**src/rtl/penc_pkg.sv**
```systemverilog
// Shared definitions for the sequential priority-encoder scanner.
//   penc_state_e    : scanner FSM states (IDLE, SCAN)
//   penc_mask_t     : widest mask the helper function can produce
//   penc_clear_mask : one-hot mask with only bit 'idx' set, used to clear
//                     the index that has just been handed to the consumer
package penc_pkg;

    localparam int penc_max_bits = 64;

    typedef logic [penc_max_bits-1:0] penc_mask_t;

    typedef enum logic {
        IDLE = 1'b0,
        SCAN = 1'b1
    } penc_state_e;

    // Callers truncate the result to their own vector width, so any width up
    // to penc_max_bits is supported.
    function automatic penc_mask_t penc_clear_mask(input int unsigned idx);
        return penc_mask_t'(1) << idx;
    endfunction

endpackage

```
**src/rtl/penc_scanner_if.sv**
```systemverilog
// Request-in / index-out handshake bundle for penc_scanner.
//   in_val, in_rdy, in_     : request vector channel (producer -> scanner)
//   out_val, out_rdy, out   : index channel (scanner -> consumer)
//   out_last                : current index is the final one of its vector
//   out_zero                : the accepted vector was all-zero
// The slave modport is the scanner side; master is the surrounding system.
interface penc_scanner_if #(
    parameter int p_nbits = 16
);

    localparam int p_idxbits = $clog2(p_nbits);

    logic                 in_val;
    logic                 in_rdy;
    logic [p_nbits-1:0]   in_;
    logic                 out_val;
    logic                 out_rdy;
    logic [p_idxbits-1:0] out;
    logic                 out_last;
    logic                 out_zero;

    modport master (
        output in_val, in_, out_rdy,
        input  in_rdy, out_val, out, out_last, out_zero
    );

    modport slave (
        input  in_val, in_, out_rdy,
        output in_rdy, out_val, out, out_last, out_zero
    );

endinterface

```
**src/rtl/penc_comb.sv**
```systemverilog
// Parametrised combinational priority encoder.
//   in_      : request vector
//   out      : index of the highest-priority set bit (0 when none set)
//   out_none : no bit of in_ is set
// p_msb_first selects whether the highest or the lowest set index wins.
module penc_comb #(
    parameter int  p_nbits     = 16,
    parameter bit  p_msb_first = 1'b0,
    localparam int p_idxbits   = $clog2(p_nbits)
) (
    input  logic [p_nbits-1:0]   in_,
    output logic [p_idxbits-1:0] out,
    output logic                 out_none
);

    // Walk towards the winning end so the last hit overwrites earlier ones.
    always_comb begin
        out      = '0;
        out_none = 1'b1;
        if (p_msb_first) begin
            for (int i = 0; i < p_nbits; i++) begin
                if (in_[i]) begin
                    out      = p_idxbits'(i);
                    out_none = 1'b0;
                end
            end
        end else begin
            for (int i = p_nbits - 1; i >= 0; i--) begin
                if (in_[i]) begin
                    out      = p_idxbits'(i);
                    out_none = 1'b0;
                end
            end
        end
    end

endmodule

```
**src/rtl/penc_scanner.sv**
```systemverilog
// Sequential priority-encoder scanner: accepts a multi-hot request vector and
// emits the index of every set bit, one per cycle, in priority order.
//   clk, reset : clock, asynchronous active-high reset
//   bus        : penc_scanner_if slave (vector in, index/last/zero out)
// An all-zero vector yields a single transfer with out=0, out_zero=1.
// in_rdy depends combinationally on out_rdy so a new vector can be loaded in
// the same cycle as the final index of the previous one.
module penc_scanner
    import penc_pkg::*;
#(
    parameter int  p_nbits     = 16,
    parameter bit  p_msb_first = 1'b0,
    localparam int p_idxbits   = $clog2(p_nbits)
) (
    input  logic          clk,
    input  logic          reset,
    penc_scanner_if.slave bus
);

    penc_state_e          state, state_n;
    logic [p_nbits-1:0]   vec, vec_n;
    logic                 zero_flag, zero_flag_n;

    logic [p_idxbits-1:0] enc_out;
    logic                 enc_none;
    logic [p_nbits-1:0]   clr_mask;
    logic                 single;

    logic                 out_val_int;
    logic [p_idxbits-1:0] out_int;
    logic                 out_last_int;
    logic                 out_zero_int;
    logic                 in_rdy_int;

    penc_comb #(
        .p_nbits     (p_nbits),
        .p_msb_first (p_msb_first)
    ) u_enc (
        .in_      (vec),
        .out      (enc_out),
        .out_none (enc_none)
    );

    assign clr_mask = p_nbits'(penc_clear_mask(32'(enc_out)));

    // x & (x-1) removes the lowest set bit; zero result means at most one bit.
    assign single = !enc_none && ((vec & (vec - p_nbits'(1))) == '0);

    always_ff @(posedge clk or posedge reset) begin
        if (reset) begin
            state     <= IDLE;
            vec       <= '0;
            zero_flag <= 1'b0;
        end else begin
            state     <= state_n;
            vec       <= vec_n;
            zero_flag <= zero_flag_n;
        end
    end

    // A transfer drops the emitted bit; the final transfer either ends the
    // scan or, if a new vector is offered at the same time, reloads.
    always_comb begin
        state_n     = state;
        vec_n       = vec;
        zero_flag_n = zero_flag;
        case (state)
            IDLE: begin
                if (bus.in_val && in_rdy_int) begin
                    vec_n       = bus.in_;
                    zero_flag_n = (bus.in_ == '0);
                    state_n     = SCAN;
                end
            end
            SCAN: begin
                if (bus.out_rdy) begin
                    vec_n = vec & ~clr_mask;
                    if (out_last_int) begin
                        if (bus.in_val) begin
                            vec_n       = bus.in_;
                            zero_flag_n = (bus.in_ == '0);
                        end else begin
                            state_n     = IDLE;
                            zero_flag_n = 1'b0;
                        end
                    end
                end
            end
            default: state_n = IDLE;
        endcase
    end

    // Outputs come from registered state only, apart from the in_rdy bypass.
    always_comb begin
        out_val_int  = 1'b0;
        out_int      = '0;
        out_last_int = 1'b0;
        out_zero_int = 1'b0;
        if (state == SCAN) begin
            out_val_int  = 1'b1;
            out_int      = enc_out;
            out_last_int = zero_flag || single;
            out_zero_int = zero_flag;
        end
        in_rdy_int = !reset &&
                     ((state == IDLE) || (out_last_int && bus.out_rdy));
    end

    assign bus.out_val  = out_val_int;
    assign bus.out      = out_int;
    assign bus.out_last = out_last_int;
    assign bus.out_zero = out_zero_int;
    assign bus.in_rdy   = in_rdy_int;

endmodule

```
**src/flat_wrapper.sv**
```systemverilog
// flat-port wrapper written by rule: the top's interface ports become plain ports
module penc_scanner_flat import penc_pkg::*;
#(
    parameter int  p_nbits     = 16,
    parameter bit  p_msb_first = 1'b0,
    localparam int p_idxbits   = $clog2(p_nbits)
)
  (clk, reset, bus_in_val, bus_in_, bus_out_rdy, bus_in_rdy, bus_out_val, bus_out, bus_out_last, bus_out_zero);
  penc_scanner_if #(.p_nbits(p_nbits)) bus_i ();
  input  logic clk;
  input  logic reset;
  input wire logic [$bits(bus_i.in_val)-1:0] bus_in_val;
  input wire logic [$bits(bus_i.in_)-1:0] bus_in_;
  input wire logic [$bits(bus_i.out_rdy)-1:0] bus_out_rdy;
  output wire logic [$bits(bus_i.in_rdy)-1:0] bus_in_rdy;
  output wire logic [$bits(bus_i.out_val)-1:0] bus_out_val;
  output wire logic [$bits(bus_i.out)-1:0] bus_out;
  output wire logic [$bits(bus_i.out_last)-1:0] bus_out_last;
  output wire logic [$bits(bus_i.out_zero)-1:0] bus_out_zero;
  assign bus_i.in_val = bus_in_val;
  assign bus_i.in_ = bus_in_;
  assign bus_i.out_rdy = bus_out_rdy;
  assign bus_in_rdy = bus_i.in_rdy;
  assign bus_out_val = bus_i.out_val;
  assign bus_out = bus_i.out;
  assign bus_out_last = bus_i.out_last;
  assign bus_out_zero = bus_i.out_zero;
  penc_scanner #(.p_nbits(p_nbits), .p_msb_first(p_msb_first)) u_core (.clk(clk), .reset(reset), .bus(bus_i));
endmodule
```
**config.mk**
```make
export PLATFORM = sky130hd
export DESIGN_NAME = penc_scanner_flat
export DESIGN_NICKNAME = d
export VERILOG_FILES = /design/src/rtl/penc_pkg.sv /design/src/rtl/penc_scanner_if.sv /design/src/rtl/penc_comb.sv /design/src/rtl/penc_scanner.sv /design/src/flat_wrapper.sv
export SDC_FILE = /design/constraint.sdc
export NUM_CORES = 1
export LEC_CHECK = 0
export CAP_MARGIN = 5
export CORE_AREA = 4 4 56 63
export DETAILED_ROUTE_END_ITERATION = 12
export DIE_AREA = 0 0 60 67
export PLACE_DENSITY = 0.81
export SETUP_SLACK_MARGIN = 0.1
export SLEW_MARGIN = 20
export SYNTH_ARGS = -nofsm -noshare
export SYNTH_HDL_FRONTEND = slang
export SYNTH_SLANG_ARGS = --single-unit
```
**constraint.sdc**
```tcl
create_clock -name clk -period 3.3 [get_ports clk]
set_input_delay 0.66 -clock clk [delete_from_list [all_inputs] [get_ports clk]]
set_output_delay 0.66 -clock clk [all_outputs]
set_load 0.01 [all_outputs]
```
# [After elaboration in Yosys (flattened, before gate mapping)]
# Cells that the tools add are included.
[totals] output_inout_bits=8 wordCells=75 register_bits=18
[op_classes] eq_ne=3 n_reduce_logical=12 add_sub_neg=1 bitwise_logic=4 n_shift=1 muxes=51
[op_table] op="2-to-1 mux 4 bit" count=17
[op_table] op="2-to-1 mux 16 bit" count=4
[op_table] op="AND 16 bit" count=2
[op_table] op="zero test 16 bit" count=2
[op_table] op="one-hot mux 16 bit (2 select lines)" count=1
[op_table] op="2-to-1 mux 1 bit" count=27
[op_table] op="NOT 16 bit" count=1
[op_table] op="<< shifter 1 x 4 -> 16 bit, first input constant" count=1
[op_table] op="subtractor 16 x 1 -> 16 bit, second input constant" count=1
[op_table] op="logical AND 1 bit" count=4
[op_table] op="inequality test 2 bit, second input constant" count=2
[op_table] op="one-hot mux 1 bit (2 select lines)" count=2
[op_table] op="AND reduction 3 bit" count=1
[op_table] op="zero test 1 bit" count=2
[op_table] op="logical OR 1 bit" count=2
[op_table] op="inequality test 2 x 1 -> 1 bit, second input constant" count=1
[op_table] op="AND reduction 2 bit" count=1
[op_table] op="NOT 1 bit" count=1

# [Depth between registers and ports, before layout]
[logic_depth] depth_word=26 depth_mapped=8 mapped_depth_nobuf=6

# [Modules after synthesis]
# From an unflattened synthesis, not the netlist that was laid out.
[hier_totals] hier_cells=164 area_unflattened_um2=1431.4
[by_module_without_submodules] module="penc_scanner" instances=1 cells_per_inst=131 area_per_inst_um2=1239.9
[by_module_without_submodules] module="penc_comb" instances=1 cells_per_inst=33 area_per_inst_um2=191.4

# [Worst setup path after synthesis]
# Ideal clock, no wire load.
[synth_path] path_kind="register to output" start="register u_core.vec[0]" end="output port bus_in_rdy" t_arrival_ns=2.170 stages_incl_launch_ff=8 path_slack_ns=0.470 path_cell_list="dfrtp_1 > buf_6 > or4_4 > o22ai_1 > o2111ai_1 > nor4_4 > o21ai_0 > a21oi_1"
[synth_between] elab_chain_len=9 elab_cells_between_ends=11 classes_between="1 x add/sub; 2 x mux; 1 x bitwise; 7 x reduce/logical"
[synth_lines] item="from (decl)" line="penc_scanner.sv:21" rtl="logic [p_nbits-1:0] vec, vec_n;"
[synth_lines] item="from (signal assigned)" line="penc_scanner.sv:56" rtl="vec <= vec_n;"
[synth_lines] item="subtractor 16 x 1 -> 16 bit" line="penc_scanner.sv:47" rtl="assign single = !enc_none && ((vec & (vec - p_nbits'(1))) == '0);"
[synth_lines] item="AND 16 bit" line="penc_scanner.sv:47"
[synth_lines] item="zero test 16 bit" line="penc_scanner.sv:47"
[synth_lines] item="logical AND 1 bit (*)" line="penc_scanner.sv:47"
[synth_lines] item="logical OR 1 bit (*)" line="penc_scanner.sv:102" rtl="out_last_int = zero_flag || single;"
[synth_lines] item="2-to-1 mux 1 bit (*)" line="penc_scanner.sv:99" rtl="if (state == SCAN) begin"
[synth_lines] item="logical AND 1 bit (*)" line="penc_scanner.sv:106" rtl="((state == IDLE) || (out_last_int && bus.out_rdy));"
[synth_lines] item="logical OR 1 bit (*)" line="penc_scanner.sv:106"
[synth_lines] item="logical AND 1 bit (*)" line="penc_scanner.sv:105" rtl="in_rdy_int = !reset &&"
[synth_lines] item="to (decl)" line="flat_wrapper.sv:15" rtl="output wire logic [$bits(bus_i.in_rdy)-1:0] bus_in_rdy;"
# Mark *: on every way between the ends. The rest lies on a longest branch, timed or not.

# [Worst setup path after layout]
[layout_path] start="register u_core.vec[5]" end="output port bus_in_rdy"
[layout_between] elab_chain_len=13 elab_cells_between_ends=16 classes_between="1 x add/sub; 7 x mux; 1 x bitwise; 7 x reduce/logical"
[layout_lines] item="branches (longest 7 deep; another with subtractor 16 x 1 -> 16 bit)"
[layout_lines] item="logical AND 1 bit (*)" line="penc_scanner.sv:47"
[layout_lines] item="logical OR 1 bit (*)" line="penc_scanner.sv:102"
[layout_lines] item="2-to-1 mux 1 bit (*)" line="penc_scanner.sv:99"
[layout_lines] item="logical AND 1 bit (*)" line="penc_scanner.sv:106"
[layout_lines] item="logical OR 1 bit (*)" line="penc_scanner.sv:106"
[layout_lines] item="logical AND 1 bit (*)" line="penc_scanner.sv:105"
# Every way passes the cells marked *.

==> flow_summary.yaml <==
outcome:
  status: "complete, no violations"
floorplanning:
  die_x_um: 60
  fp-row-count: 21
  core_um2: 2940
  initial_core_util_pct: 49.0
  die_h_um: 67
  io-pin-count: 28
  fp.dieArea_um2: 4020
power_and_ir_drop:
  power.internal_mw: 1.11
  swShare_pct: 45.0
  p_per_area_nw_per_um2: 999
  power_leakage_nw: 0.835
  p_seq_share_pct: 18.7
  vdd_drop_max_mv: 0.551
  switching_power_mw: 0.904
  power_frac_comb_pct: 74.1
  clock_power_share_pct: 7.2
sta:
  holdWs_ns: 0.630
  tns_ns: 0
  skew_ns: 0.00270
  worst_slack_ns: 0.143
  rsz0062_at_grt: "yes"
  post-route-period-util_pct: 95.7
  slew_headroom_pct: 60.9
  setup_violations: 0
  hold_viol: 0
  slew_violations: 0
  layout_min_cycle_time_ns: 3.16
  worstMarginPinSlew_ns: 0.587
  fmax_mhz: 317
yosys:
  netlist_instances: 157
  synth_cell_types: 55
  post-synth-top-count-cell: "dfrtp_1"
  synth_edf_count: 0
  syn_avg_cell_area_um2: 9.19
  synth_nets: 177
  yosys_warnings: 0
  synth_top_area_share_pct: 31.2
  synth-seq-cells: 18
  ys_async_sr_fraction_pct: 100
  synth_ff_type: "dfrtp_1"
  syn_area_um2: 1440
  netlist_top_cells_area: "dfrtp_1, a221o_1, nor4_1, o21ai_0, nor2_1"
  ys_seq_area_share_pct: 31.2
  synth.largest_area_cell: "dfrtp_1"
  synth_common_cells: "dfrtp_1, nor2_1, o21ai_0, nand2_1"
cells_and_area:
  multi_input_area_um2: 972
  drive_above_1_share_pct: 32.5
  register_area_um2: 455
  final_area_um2: 2010
  n_antenna_cell: 0
  fill_cells: 223
  layout.nets: 227
  area_growth_pct: 39.5
clocking:
  clk_latency_ns: 0.31
  clkSinkCount: 18
  cts_tree: "yes"
  clockBufferDepth: 2
  htreeDepth: 1
  root_buffer: "clkbuf_4"
  clk_pin_slew_worst_paths_ns: 0.11
  cts_buffers: 3
  postCtsHoldBufs: 0
grt:
  grt-ovfl-total: 0
  first_global_vias: 1600
  grt_max_degree: 19
  grt_use_total_pct: 25.7
  antenna_found_initial: 0
  grt_pass1_wl_um: 7710
setup_path:
  cp-end-kind: "output pin"
  arrival_ns: 2.50
  path_max_fanout: 4
  worstSetupPathType: "reg -> out"
  startpoint_type: "flip-flop"
  cp.required_ns: 2.64
run:
  cap_violations: 0
drt:
  wl_per_cell_um: 19.8
  drt-initial-drc-count: 85
  ant_nets: 0
  wirelength_um: 4760
  dr_total_vias: 1595
  drt_pre_antenna_iters: 4
  drc_errors: 0
  vias_per_cell: 6.65
place:
  gp_congestion: 0.907
  hpwlAfterDp_um: 3410
  place_area_um2: 1820
  post-place-ws_ns: 0.0781
  io_buffers: 27
hold_path:
  hold_class: "reg -> reg"
[power groups by stage]
stage	logic (mW)	registers (mW)	clock network, mW
3_5_place_dp	1.23	0.385	0
2_1_floorplan	0.822	0.340	0
3_3_place_gp	1.21	0.379	0
4_1_cts	1.37	0.366	0.143
6_report	1.49	0.376	0.144
5_1_grt	1.59	0.385	0.152
[layout by cell type (no fill, tap or decap), types with 4 or more instances in the layout]
cell / instances
nor2_1: 12
clkdlybuf4s50_1: 24
nor4_1: 6
nor3_1: 4
o22ai_1: 4
a221o_1: 5
dfrtp_1: 14
buf_4: 31
inv_1: 4
nand2_1: 9
o21ai_0: 8
dfrtp_2: 4
and2_1: 4
[state kept, by name (all words and copies together) (netlist names)]
register and count:
u_core.state 1, u_core.zero_flag 1, u_core.vec 16
[worst max-delay path, stage by stage (launching register included)]
cell and delay, ns:
dfrtp_2 0.44, or4_4 0.58, o22ai_2 0.20, o2111ai_2 0.16
nor4_4 0.32, buf_4 0.16, o21ai_2 0.05, a21oi_1 0.12
buf_2 0.14
[cell families (layout without fill, tap and decap cells)]
group / after synthesis / after routing / share of synthesized area [%]
buffers and inverters: 17 / 66 / 6.07
muxes: 7 / 7 / 5.64
adders and majority gates: 1 / 1 / 0.694
and+or+nand+nor: 60 / 60 / 25.6
DFF: 18 / 18 / 31.2
AOI/OAI and AO/OA: 54 / 54 / 30.8
[cell type report]
cell class                 instances  area share [%]
multi-input combinational        122            48.3
tap                               34            2.11
clock buffer                       4            1.80
sequential                        18            22.6
inverter                           4           0.746
timing repair buffer              58            24.4
[stage by stage]
step / utilization, % / total power, mW / cells
after global routing: 68.4 / 2.13 / 240
after CTS: 66.8 / 1.88 / 238
after detailed placement: 61.8 / 1.61 / 223
after global placement: 61.8 / 1.59 / 223
final: 68.4 / 2.01 / 240
after floorplan: - / 1.16 / 157
[timing repair]
action | 4_1_cts | 5_1_grt
setup endpoints to repair | 3 | 3
endpoints found under the hold margin | 0 | 0
buffers inserted | 11 | 2
pin swaps | 8 | 6
cloned | 0 | 0
resized for setup | 18 | 9
[worst paths after layout]
kind / end / start / slack [ns] / depth (start not counted)
setup / recovery: bus_in_rdy / u_core.vec[5] / 0.14 / 8
hold / removal: u_core.zero_flag / u_core.state / 0.63 / 2
setup reg to reg: u_core.vec[15] / u_core.vec[5] / 0.56 / 8
hold reg to reg: u_core.zero_flag / u_core.state / 0.63 / 2
max in group asynchronous: u_core.vec[15] / reset / 2.37 / 3
min in group asynchronous: u_core.state / reset / 0.71 / 3
[layer usage]
layer  global-route usage (%)  vias to the layer above  wire length (um)
met2                     41.5                      109              2330
li1                         -                      718                 -
met1                     31.1                      741              1820
met5                        0                        -                 0
met3                     3.49                       27               405
met4                     17.2                        0               207
(Power assumes the default switching activity.)
